<file path="config.mk">
export PLATFORM = sky130hd
export DESIGN_NAME = boot_seq_ctrl
export DESIGN_NICKNAME = d
export VERILOG_FILES = /design/src/rtl/core_pkg.sv /design/src/rtl/sat_counter.sv /design/src/rtl/boot_seq_ctrl.sv
export SDC_FILE = /design/constraint.sdc
export NUM_CORES = 1
export LEC_CHECK = 0
export CAP_MARGIN = 20
export CORE_ASPECT_RATIO = 1.4
export CORE_MARGIN = 3
export CORE_UTILIZATION = 38
export CTS_CLUSTER_DIAMETER = 60
export DETAILED_ROUTE_END_ITERATION = 10
export PLACE_DENSITY = 0.81
export SLEW_MARGIN = 20
export SYNTH_ARGS = -nofsm -noshare
export SYNTH_HDL_FRONTEND = slang
export SYNTH_SLANG_ARGS = --single-unit
</file>
<file path="constraint.sdc">
create_clock -name clk -period 1.8 [get_ports clk]
set_input_delay 0.36 -clock clk [delete_from_list [all_inputs] [get_ports clk]]
set_output_delay 0.36 -clock clk [all_outputs]
set_load 0.1 [all_outputs]
</file>
<file path="src/rtl/core_pkg.sv">
// core_pkg: state encoding and instruction-memory constants shared by the boot sequencer.
package core_pkg;
    localparam int ADDR_W = 5;
    localparam int INSTR_W = 32;
    localparam logic [INSTR_W-1:0] NOP_INSTR = 32'h0000_0013;
    typedef enum logic [2:0] {S_IDLE, S_LOAD, S_FLUSH, S_RUN, S_HALT} boot_state_t;
endpackage

</file>
<file path="src/rtl/sat_counter.sv">
// sat_counter: up-counter with synchronous clear that sticks at all-ones.
module sat_counter #(
    parameter int W = 16
) (
    input  logic         clk,
    input  logic         reset,
    input  logic         i_clr,
    input  logic         i_en,
    output logic [W-1:0] o_count
);
    logic [W-1:0] r_count;
    always_ff @(posedge clk or posedge reset) begin
        if (reset) r_count <= '0;
        else if (i_clr) r_count <= '0;
        else if (i_en && r_count != {W{1'b1}}) r_count <= r_count + 1'b1;
    end
    assign o_count = r_count;
endmodule

</file>
<file path="src/rtl/boot_seq_ctrl.sv">
// boot_seq_ctrl: loads LOAD_WORDS instructions into the I-cache, flushes, then runs the datapath until halt.
// Optional BOOT_CYCLE_LIMIT_EN also halts RUN once run_cycles reaches MAX_CYCLES.
module boot_seq_ctrl
    import core_pkg::*;
#(
    parameter int LOAD_WORDS = 32,
    parameter int MAX_CYCLES = 1024
) (
    input  logic               clk,
    input  logic               reset,
    input  logic               start,
    input  logic               in_valid,
    input  logic [INSTR_W-1:0] in_data,
    output logic               in_ready,
    input  logic               halt_req,
    output logic               chip_enable,
    output logic [ADDR_W-1:0]  init_addr,
    output logic [INSTR_W-1:0] init_data,
    output logic               dp_reset,
    output logic               busy,
    output logic               done,
    output logic [15:0]        run_cycles
);
    localparam logic [ADDR_W-1:0] LAST_ADDR = ADDR_W'(LOAD_WORDS - 1);

    boot_state_t       r_state, w_next;
    logic [ADDR_W-1:0] r_addr;
    logic              w_boot, w_accept, w_last, w_limit;

    if (LOAD_WORDS < 1 || LOAD_WORDS > 32) begin : g_bad_words
        $error("boot_seq_ctrl: LOAD_WORDS must be 1..32");
    end
    if (MAX_CYCLES < 1 || MAX_CYCLES > 65535) begin : g_bad_cycles
        $error("boot_seq_ctrl: MAX_CYCLES must be 1..65535");
    end

    assign w_boot   = start && (r_state == S_IDLE || r_state == S_HALT);
    assign w_accept = in_valid && r_state == S_LOAD;
    assign w_last   = r_addr == LAST_ADDR;
`ifdef BOOT_CYCLE_LIMIT_EN
    assign w_limit  = {16'd0, run_cycles} + 32'd1 >= 32'(MAX_CYCLES);
`else
    assign w_limit  = 1'b0;
`endif

    always_ff @(posedge clk or posedge reset) begin
        if (reset) r_state <= S_IDLE;
        else r_state <= w_next;
    end

    always_comb begin
        w_next = r_state;
        case (r_state)
            S_IDLE, S_HALT: w_next = start ? S_LOAD : r_state;
            S_LOAD:         w_next = (w_accept && w_last) ? S_FLUSH : S_LOAD;
            S_FLUSH:        w_next = S_RUN;
            S_RUN:          w_next = (halt_req || w_limit) ? S_HALT : S_RUN;
            default:        w_next = S_IDLE;
        endcase
    end

    always_comb begin
        in_ready    = r_state == S_LOAD;
        chip_enable = r_state == S_RUN;
        dp_reset    = r_state != S_RUN;
        busy        = r_state == S_LOAD || r_state == S_FLUSH || r_state == S_RUN;
        done        = r_state == S_HALT;
    end

    // address holds on the final word so it never wraps past LOAD_WORDS-1
    always_ff @(posedge clk or posedge reset) begin
        if (reset) r_addr <= '0;
        else if (w_boot) r_addr <= '0;
        else if (w_accept && !w_last) r_addr <= r_addr + 1'b1;
    end

    assign init_addr = r_addr;
    assign init_data = in_data;

    sat_counter #(.W(16)) u_run_cnt (
        .clk     (clk),
        .reset   (reset),
        .i_clr   (w_boot),
        .i_en    (r_state == S_RUN),
        .o_count (run_cycles)
    );
endmodule

</file>
Word level (Yosys, flattened, before mapping)
Cells that the tools add are included.
- add/subtract/negate cells: 2
- equality and inequality tests: 8
- mux-type cells: 8
- reduce and logical (&&, ||, !) cells: 13
- operators by type and width (kind ; count):
    two-way mux 16 bit ; 2
    adder 16 x 1 -> 16 bit (second input constant) ; 1
    != test 16 bit (second input constant) ; 1
    case mux 3 bit (4 select lines) ; 1
    two-way mux 5 bit ; 2
    equality test 3 x 2 -> 1 bit (second input constant) ; 2
    two-way mux 3 bit ; 2
    adder 5 x 1 -> 5 bit (second input constant) ; 1
    equality test 5 bit (second input constant) ; 1
    logical AND 1 bit ; 5
    nonzero test 2 bit ; 2
    equality test 3 x 1 -> 1 bit (second input constant) ; 1
    equality test 3 bit (second input constant) ; 1
    zero test 3 bit ; 1
    logical OR 1 bit ; 3
    != test 3 x 2 -> 1 bit (second input constant) ; 1
    two-way mux 2 bit ; 1
    != test 2 bit (second input constant) ; 1
    OR reduction 2 bit ; 1
    zero test 1 bit ; 1
- register bits after elaboration: 24
- bits of input ports: 37
- output and inout bits: 58
- word-level logic and storage cells: 34

Longest topological paths before layout
Gate-level depths: netlist of the first run.
- word-level depth: 5
- gate-level depth with buffers: 7
- depth with buffers taken out: 7

Hierarchy
Synthesis of the first run repeated with hierarchy kept, for this count alone.
- cells, all modules: 187
- area total of the unflattened synthesis: 1649.1 um^2
- by module, submodules not included (module ; instances ; cells an instance ; area an instance (um^2) ; seq. area each (um^2)):
    sat_counter ; 1 ; 101 ; 932.1 ; 400.4
    boot_seq_ctrl ; 1 ; 86 ; 716.9 ; 200.2

Worst setup path after synthesis of the first run
No wires, ideal clock.
- path kind: reg2reg
- from: register r_state[2]
- to: register r_addr[0] (netlist: init_addr[0])
- setup time: 74 ps
- arrival time: 3628 ps
- required time: 1726 ps
- setup slack: -1902 ps
- stages on the path, launching flop included: 5
- buffers on the path: 0
- clock period less this slack: 3702 ps
- path through: dfrtp_1 > nor3b_1 > nand2_1 > xor2_1 > nor2_1
- word-level cells in the longest chain between the ends: 4
- elaborated cells on any way between the ends: 9
- classes of those cells: eq/ne (2); mux (1); reduce/logical (6)
- ends and longest elaborated chain (item ; RTL line ; text):
    start: declaration ; boot_seq_ctrl.sv:26 ; boot_state_t r_state, w_next;
    start signal: assignment ; boot_seq_ctrl.sv:48 ; else r_state <= w_next;
    equality test 3 x 1 -> 1 bit ; - ;
    via in_ready ; boot_seq_ctrl.sv:14 ; output logic in_ready,
    logical AND 1 bit ; boot_seq_ctrl.sv:38 ; assign w_accept = in_valid && r_state == S_LOAD;
    logical AND 1 bit ; boot_seq_ctrl.sv:74 ; else if (w_accept && !w_last) r_addr <= r_addr + 1'b1;
    nonzero test 2 bit (no line) ; - ;
    end signal: assignment ; boot_seq_ctrl.sv:74 ;
    end: declaration ; boot_seq_ctrl.sv:27 ; logic [ADDR_W-1:0] r_addr;
The timed path passes the listed nets, and every way through them passes these cells.
A chain may end at the register's enable or synchronous reset.

Worst setup path in the final report of the first run
- from: register r_state[2]
- to: output port dp_reset
- word-level cells in the longest chain between the ends: 1
- ends and longest elaborated chain (item ; RTL line ; text):
    != test 3 x 2 -> 1 bit ; boot_seq_ctrl.sv:65 ; dp_reset = r_state != S_RUN;
    end: declaration ; boot_seq_ctrl.sv:19 ; output logic dp_reset,
Every way passes these cells.

==> results of run 1 <==
-- layout make-up --
type	instances	area [µm²]	area share (%)
multi-input cells	113	790.8	34.35
repair buffers	47	691.9	30.05
flip-flops and latches	24	668.1	29.02
well taps	43	53.80	2.337
clock buffers	3	41.29	1.793
clock inverters	1	30.03	1.304
inverters	6	26.28	1.141
-- how the worst max path moves through the flow --
stage	from	end	slack (ps)	depth (start not counted)
3_5_place_dp	init_addr[1]$_DFFE_PP0P_	init_addr[2]$_DFFE_PP0P_	20	7
5_1_grt	r_state[2]$_DFFE_PP0P_	dp_reset	-30	4
3_3_place_gp	init_addr[1]$_DFFE_PP0P_	init_addr[2]$_DFFE_PP0P_	90	7
2_1_floorplan	r_state[1]$_DFFE_PP0P_	init_addr[3]$_DFFE_PP0P_	-140	4
4_1_cts	init_addr[1]$_DFFE_PP0P_	init_addr[2]$_DFFE_PP0P_	9	7
6_report	r_state[2]$_DFFE_PP0P_	dp_reset	30	4
-- sequential cells by signal, summed over array words and instances, names as in the netlist --
| signal | cells |
|---|---|
| u_run_cnt.o_count | 16 |
| init_addr | 5 |
| r_state | 3 |
-- through the flow --
step	setup TNS [ps]	area (µm²)	util [%]	worst slack (ps)	std cells
final	0	2302	57.27	30.34	237
after global placement	0	2133	53.07	89.24	224
after CTS	0	2235	55.59	9.141	232
after global routing	-54.11	2302	57.27	-26.31	237
after detailed placement	0	2133	53.07	19.23	224
after floorplan	-591.2	1727	-	-142.1	178
-- report_power, final --
| part | switching, mW | internal (mW) | total (mW) |
|---|---|---|---|
| Sequential | 0.162 | 0.673 | 0.835 |
| Clock | 0.188 | 0.297 | 0.485 |
| Combinational | 0.902 | 0.496 | 1.40 |
| Total | 1.25 | 1.47 | 2.72 |
-- cells by family (layout without fill, tap and decap cells) --
kind of cell / count (synthesis) / in the layout / synth area share, %
buf+inv: 41 / 57 / 17.48
compound gates: 31 / 31 / 12.67
simple gates: 72 / 72 / 26.11
flops: 24 / 24 / 37.30
xor+xnor: 3 / 3 / 1.632
mux: 4 / 4 / 2.487
fa+ha+maj: 3 / 3 / 2.331
-- synth_stat cells --
master / n / area (µm²)
a21oi_1: 9 / 45.04
a31oi_1: 1 / 6.260
a32oi_1: 1 / 8.760
and2_1: 3 / 18.77
and3_1: 5 / 31.28
and3b_1: 1 / 8.760
and4_1: 2 / 17.52
buf_4: 32 / 240.2
buf_6: 1 / 11.26
clkbuf_1: 2 / 7.510
dfrtp_1: 24 / 600.6
ha_1: 3 / 37.54
inv_1: 6 / 22.52
mux2i_1: 4 / 40.04
nand2_1: 13 / 48.80
nand2_2: 1 / 6.260
nand3_1: 12 / 60.06
nand4_1: 4 / 25.02
nand4_2: 1 / 12.51
nand4_4: 1 / 21.27
nor2_1: 11 / 41.29
nor2b_1: 3 / 18.77
nor3_1: 4 / 20.02
nor3b_1: 1 / 7.510
nor4_1: 1 / 6.260
nor4_2: 1 / 12.51
nor4b_1: 1 / 8.760
o211ai_1: 2 / 15.01
o21a_1: 1 / 7.510
o21ai_0: 5 / 25.02
o22ai_1: 1 / 6.260
o311ai_0: 1 / 8.760
o31a_1: 1 / 8.760
o31ai_1: 5 / 37.54
o41ai_1: 4 / 35.03
or4_1: 6 / 45.04
or4b_1: 1 / 10.01
xor2_1: 3 / 26.28
-- per-layer routing --
metal  global-route usage (%)  vias up
li1                         -      652
met4                    6.903        0
met2                    27.46       44
met1                    18.61      693
met3                    2.955       18
met5                        0        -
-- tightest hold or removal path: stages --
cell	delay, ps
clkdlybuf4s50_1	400
inv_1	50
buf_4	300
-- timing repair --
| action | in CTS | in global routing |
|---|---|---|
| pin swaps | 1 | 1 |
| setup endpoints to repair | 1 | 11 |
| hold endpoints to repair | 0 | 0 |
| gates resized for setup | 0 | 9 |
| setup buffers | 4 | 5 |
==> flow_summary.yaml, run 1 <==
finish:
  final_common_cell: "buf_12"
  drive_gt1_share_pct: 45.36
  final_nets: 235
  area_growth_pct: 42.97
  final_cell_mix: "buf_12, dfrtp_4, buf_4"
  diodes: 0
  fillers: 328
sta:
  min_period_over_period_pct: 98.31
  rsz0062_at_grt: "true"
  whs_ps: 435.1
  setup_viol: 0
  slew_headroom_pct: 60.77
  drv_slew: 0
  max_freq_ghz: 0.5651
  period_minus_slack_ps: 1770
  hold_viol_final: 0
  tightest_slew_ps: 588.5
  final.setup_skew_ps: 3.022
yosys:
  yosysWarningCount: 0
  syn_inst: 178
  ys_seq_area_share_pct: 37.30
  syn_area_per_cell_um2: 9.047
  ys_types: 38
  synth-seq-cells: 24
  syn_nets: 218
  netlist_area_mm2: 0.001610
worst_setup_path:
  slowest_stage: "dfrtp_2"
  r2r_cells: 6
  r2r_setup_slack_ps: 50
  r2r-end: "u_run_cnt.o_count[12]$_DFFE_PP0P_"
  cp_num_buf_inv: 3
  startpoint_type: "register"
  worstSetupPathType: "register to output port"
  critical_path_arrival_ps: 1410
  slowest_delay_ps: 410
  worstPathRequired_ps: 1440
  rr_startpoint: "r_state[2]$_DFFE_PP0P_"
  crit_family: "buffers and inverters"
  path_max_fanout: 5
  cp-end-kind: "output port"
  worstPathCellList: "and3b_2 > buf_6 > clkinvlp_4 > buf_12"
grt:
  grt_first_pass_wirelength_um: 6430
  gr-usage-all-layers_pct: 16.03
  grt_pass1_vias: 1424
  grt_max_degree: 25
  antenna_found_initial: 0
  overflow: 0
place:
  portBuffers: 30
  hpwl_um: 2722
  globalplace.congestion: 0.7603
clocking:
  root_buffer: "clkbuf_8"
  cts_tree: "done"
  hold_buffers: 0
  cts.reportedPaths.clkPinSlew_ps: 90
  cts.sinks: 24
  cts_max_level: 1
  clk_latency_ps: 270
  numCtsBuffers: 3
  ctsLongestPathBuffers: 2
run_status:
  status: "completed"
detailed_routing:
  highest_layer: "met4"
  drtAntennaViolNets: 0
  drt-met1-wl_um: 1491
  dr_wl_met2_um: 2174
  drt_iter0_markers: 33
  avgViaCountPerCell: 5.937
  routed-via-count: 1407
  dr.pass1.iters: 4
  route.detailed.drc: 0
  wirelength_um: 3933
  wl_met3_um: 191
  wl_per_cell_um: 16.59
die:
  die_width_um: 61.02
  start_util_pct: 40.06
  io_pins: 95
  rows: 27
  fp.dieH_um: 83.02
  coreArea_mm2: 0.004020
  die_area_mm2: 0.005065
power:
  max-vdd-ir-drop_mv: 1.134
  power-per-cell-area_mw_per_mm2: 1181
  finalPower_mw: 2.718
  leakage_nw: 0.9325
min_path:
  hp-class: "input port to async pin"
job:
  drv_cap: 0
No activity file was read; power rests on OpenSTA's default activity.
==> inputs of run 2 (changes only) <==
--- a/config.mk
+++ b/config.mk
@@ -7,7 +7,7 @@
 export LEC_CHECK = 0
 export CAP_MARGIN = 20
 export CORE_ASPECT_RATIO = 1.4
-export CORE_MARGIN = 3
+export CORE_MARGIN = 5
 export CORE_UTILIZATION = 38
 export CTS_CLUSTER_DIAMETER = 60
 export DETAILED_ROUTE_END_ITERATION = 10
==> flow_summary.yaml, run 2 (synthesized netlist as in run 1, its figures left out) <==
finish:
  final_nets: 240
  drive_gt1_share_pct: 45.23
  seqCellArea_um2: 666.9
  finalNonFillerCells: 244
  diodes: 0
  final_cell_mix: "buf_12, buf_4, dfrtp_4"
  final_common_cell: "buf_12"
  multi_input_area_um2: 787.0
  fillers: 359
  area_growth_pct: 44.13
  largest_reg_flops: 16
sta:
  drv_slew: 0
  max_freq_ghz: 0.5640
  min_period_over_period_pct: 98.50
  hold_viol_final: 0
  slew_headroom_pct: 64.31
  final.setup_skew_ps: 1.715
  tightest_slew_ps: 535.3
  period_minus_slack_ps: 1773
  fin_setup_tns_ps: 0
  setup_viol: 0
detailed_routing:
  dr.pass1.iters: 4
  wl_per_cell_um: 15.80
  drt_iter0_markers: 47
  routed-via-count: 1400
  avgViaCountPerCell: 5.738
  wirelength_um: 3854
  route.detailed.drc: 0
  drtAntennaViolNets: 0
power:
  finalPower_mw: 2.634
  max-vdd-ir-drop_mv: 0.7912
  leakage_nw: 0.9483
  power-per-cell-area_mw_per_mm2: 1135
clocking:
  cts_tree: "done"
  root_buffer: "clkbuf_8"
  clk_latency_ps: 270
  cts.reportedPaths.clkPinSlew_ps: 90
  cts.sinks: 24
  numCtsBuffers: 3
  ctsLongestPathBuffers: 2
  hold_buffers: 0
  cts_max_level: 1
die:
  fp.dieH_um: 87.02
  die_area_mm2: 0.005658
  rows: 28
  io_pins: 95
  start_util_pct: 38.63
  die_width_um: 65.02
  coreArea_mm2: 0.004169
worst_setup_path:
  critical_path_arrival_ps: 1410
  cp-end-kind: "output port"
  worstSetupPathType: "register to output port"
  path_max_fanout: 5
  startpoint_type: "register"
  worstPathRequired_ps: 1440
job:
  drv_cap: 0
grt:
  antenna_found_initial: 0
  grt_max_degree: 25
  grt_first_pass_wirelength_um: 6279
  gr-usage-all-layers_pct: 13.86
  overflow: 0
  grt_pass1_vias: 1425
place:
  dpl.cell_count: 227
  hpwl_um: 2837
  portBuffers: 30
  globalplace.congestion: 0.7855
run_status:
  status: "completed"
min_path:
  hp-class: "input port to async pin"
-- run 2: cell types whose count changed in the layout (fill, tap and decap cells not counted), sizes merged --
cell / previous run / this run
buf: 43 / 48
bufinv: 1 / 0
clkbuf: 3 / 4
-- run 2: worst max-delay path, stage by stage, from the launching register on --
cell and delay (ps):
dfrtp_2 410, and3b_2 300, buf_6 150, clkinvlp_4 110, buf_12 180
-- run 2: area by class of cell --
type	instances	share of cell area, %
Multi-Input combinational cell	113	33.91
Timing Repair Buffer	52	31.43
Sequential cell	24	28.73
Tap cell	45	2.426
Clock buffer	4	2.372
Inverter	6	1.132
-- run 2: metal layers --
| metal | GRT usage [%] | share of wire [%] | vias up | routed length (µm) |
|---|---|---|---|---|
| met5 | 0 | 0 | - | 0 |
| met4 | 9.811 | 3.6 | 0 | 138 |
| met3 | 1.809 | 3.6 | 17 | 138 |
| met2 | 25.33 | 54 | 36 | 2087 |
| met1 | 14.35 | 39 | 688 | 1490 |
| li1 | - | - | 659 | - |
-- run 2: path summary, 6_finish.rpt --
path,start,end,depth (start not counted),slack [ps]
setup / recovery,r_state[2]$_DFFE_PP0P_,dp_reset,4,30
min in group clk,u_run_cnt.o_count[5]$_DFFE_PP0P_,u_run_cnt.o_count[5]$_DFFE_PP0P_,1,570
hold reg to reg,u_run_cnt.o_count[5]$_DFFE_PP0P_,u_run_cnt.o_count[5]$_DFFE_PP0P_,1,570
hold / removal,reset,init_addr[0]$_DFFE_PP0P_,3,440
max in group asynchronous,reset,u_run_cnt.o_count[4]$_DFFE_PP0P_,3,1090
setup reg to reg,init_addr[0]$_DFFE_PP0P_,init_addr[0]$_DFFE_PP0P_,7,100
-- run 2: power by group --
group / internal (mW) / total (mW) / switching, mW / leakage, nW
sequential: 0.672 / 0.820 / 0.147 / 0.284
clock: 0.196 / 0.378 / 0.183 / 0.0288
combinational: 0.520 / 1.44 / 0.916 / 0.635
total: 1.39 / 2.63 / 1.25 / 0.948
-- run 2: through the flow --
| stage | area [µm²] | hold slack [ps] | util (%) | setup WS (ps) |
|---|---|---|---|---|
| after floorplan | 1727 | 374.6 | - | -142.1 |
| after CTS | 2240 | 449.2 | 53.72 | 1.575 |
| after detailed placement | 2143 | 551.7 | 51.41 | 63.80 |
| after global placement | 2143 | 524.0 | 51.41 | 108.9 |
| after global routing | 2321 | 511.0 | 55.67 | -3.753 |
| final | 2321 | 435.3 | 55.67 | 27.05 |
-- run 2: timing repair --
item                                    CTS  global route
buffers inserted                          5             8
endpoints found under the setup margin    1             9
endpoints found under the hold margin     0             0
resized for setup                         1             5
pin swaps                                 0             1
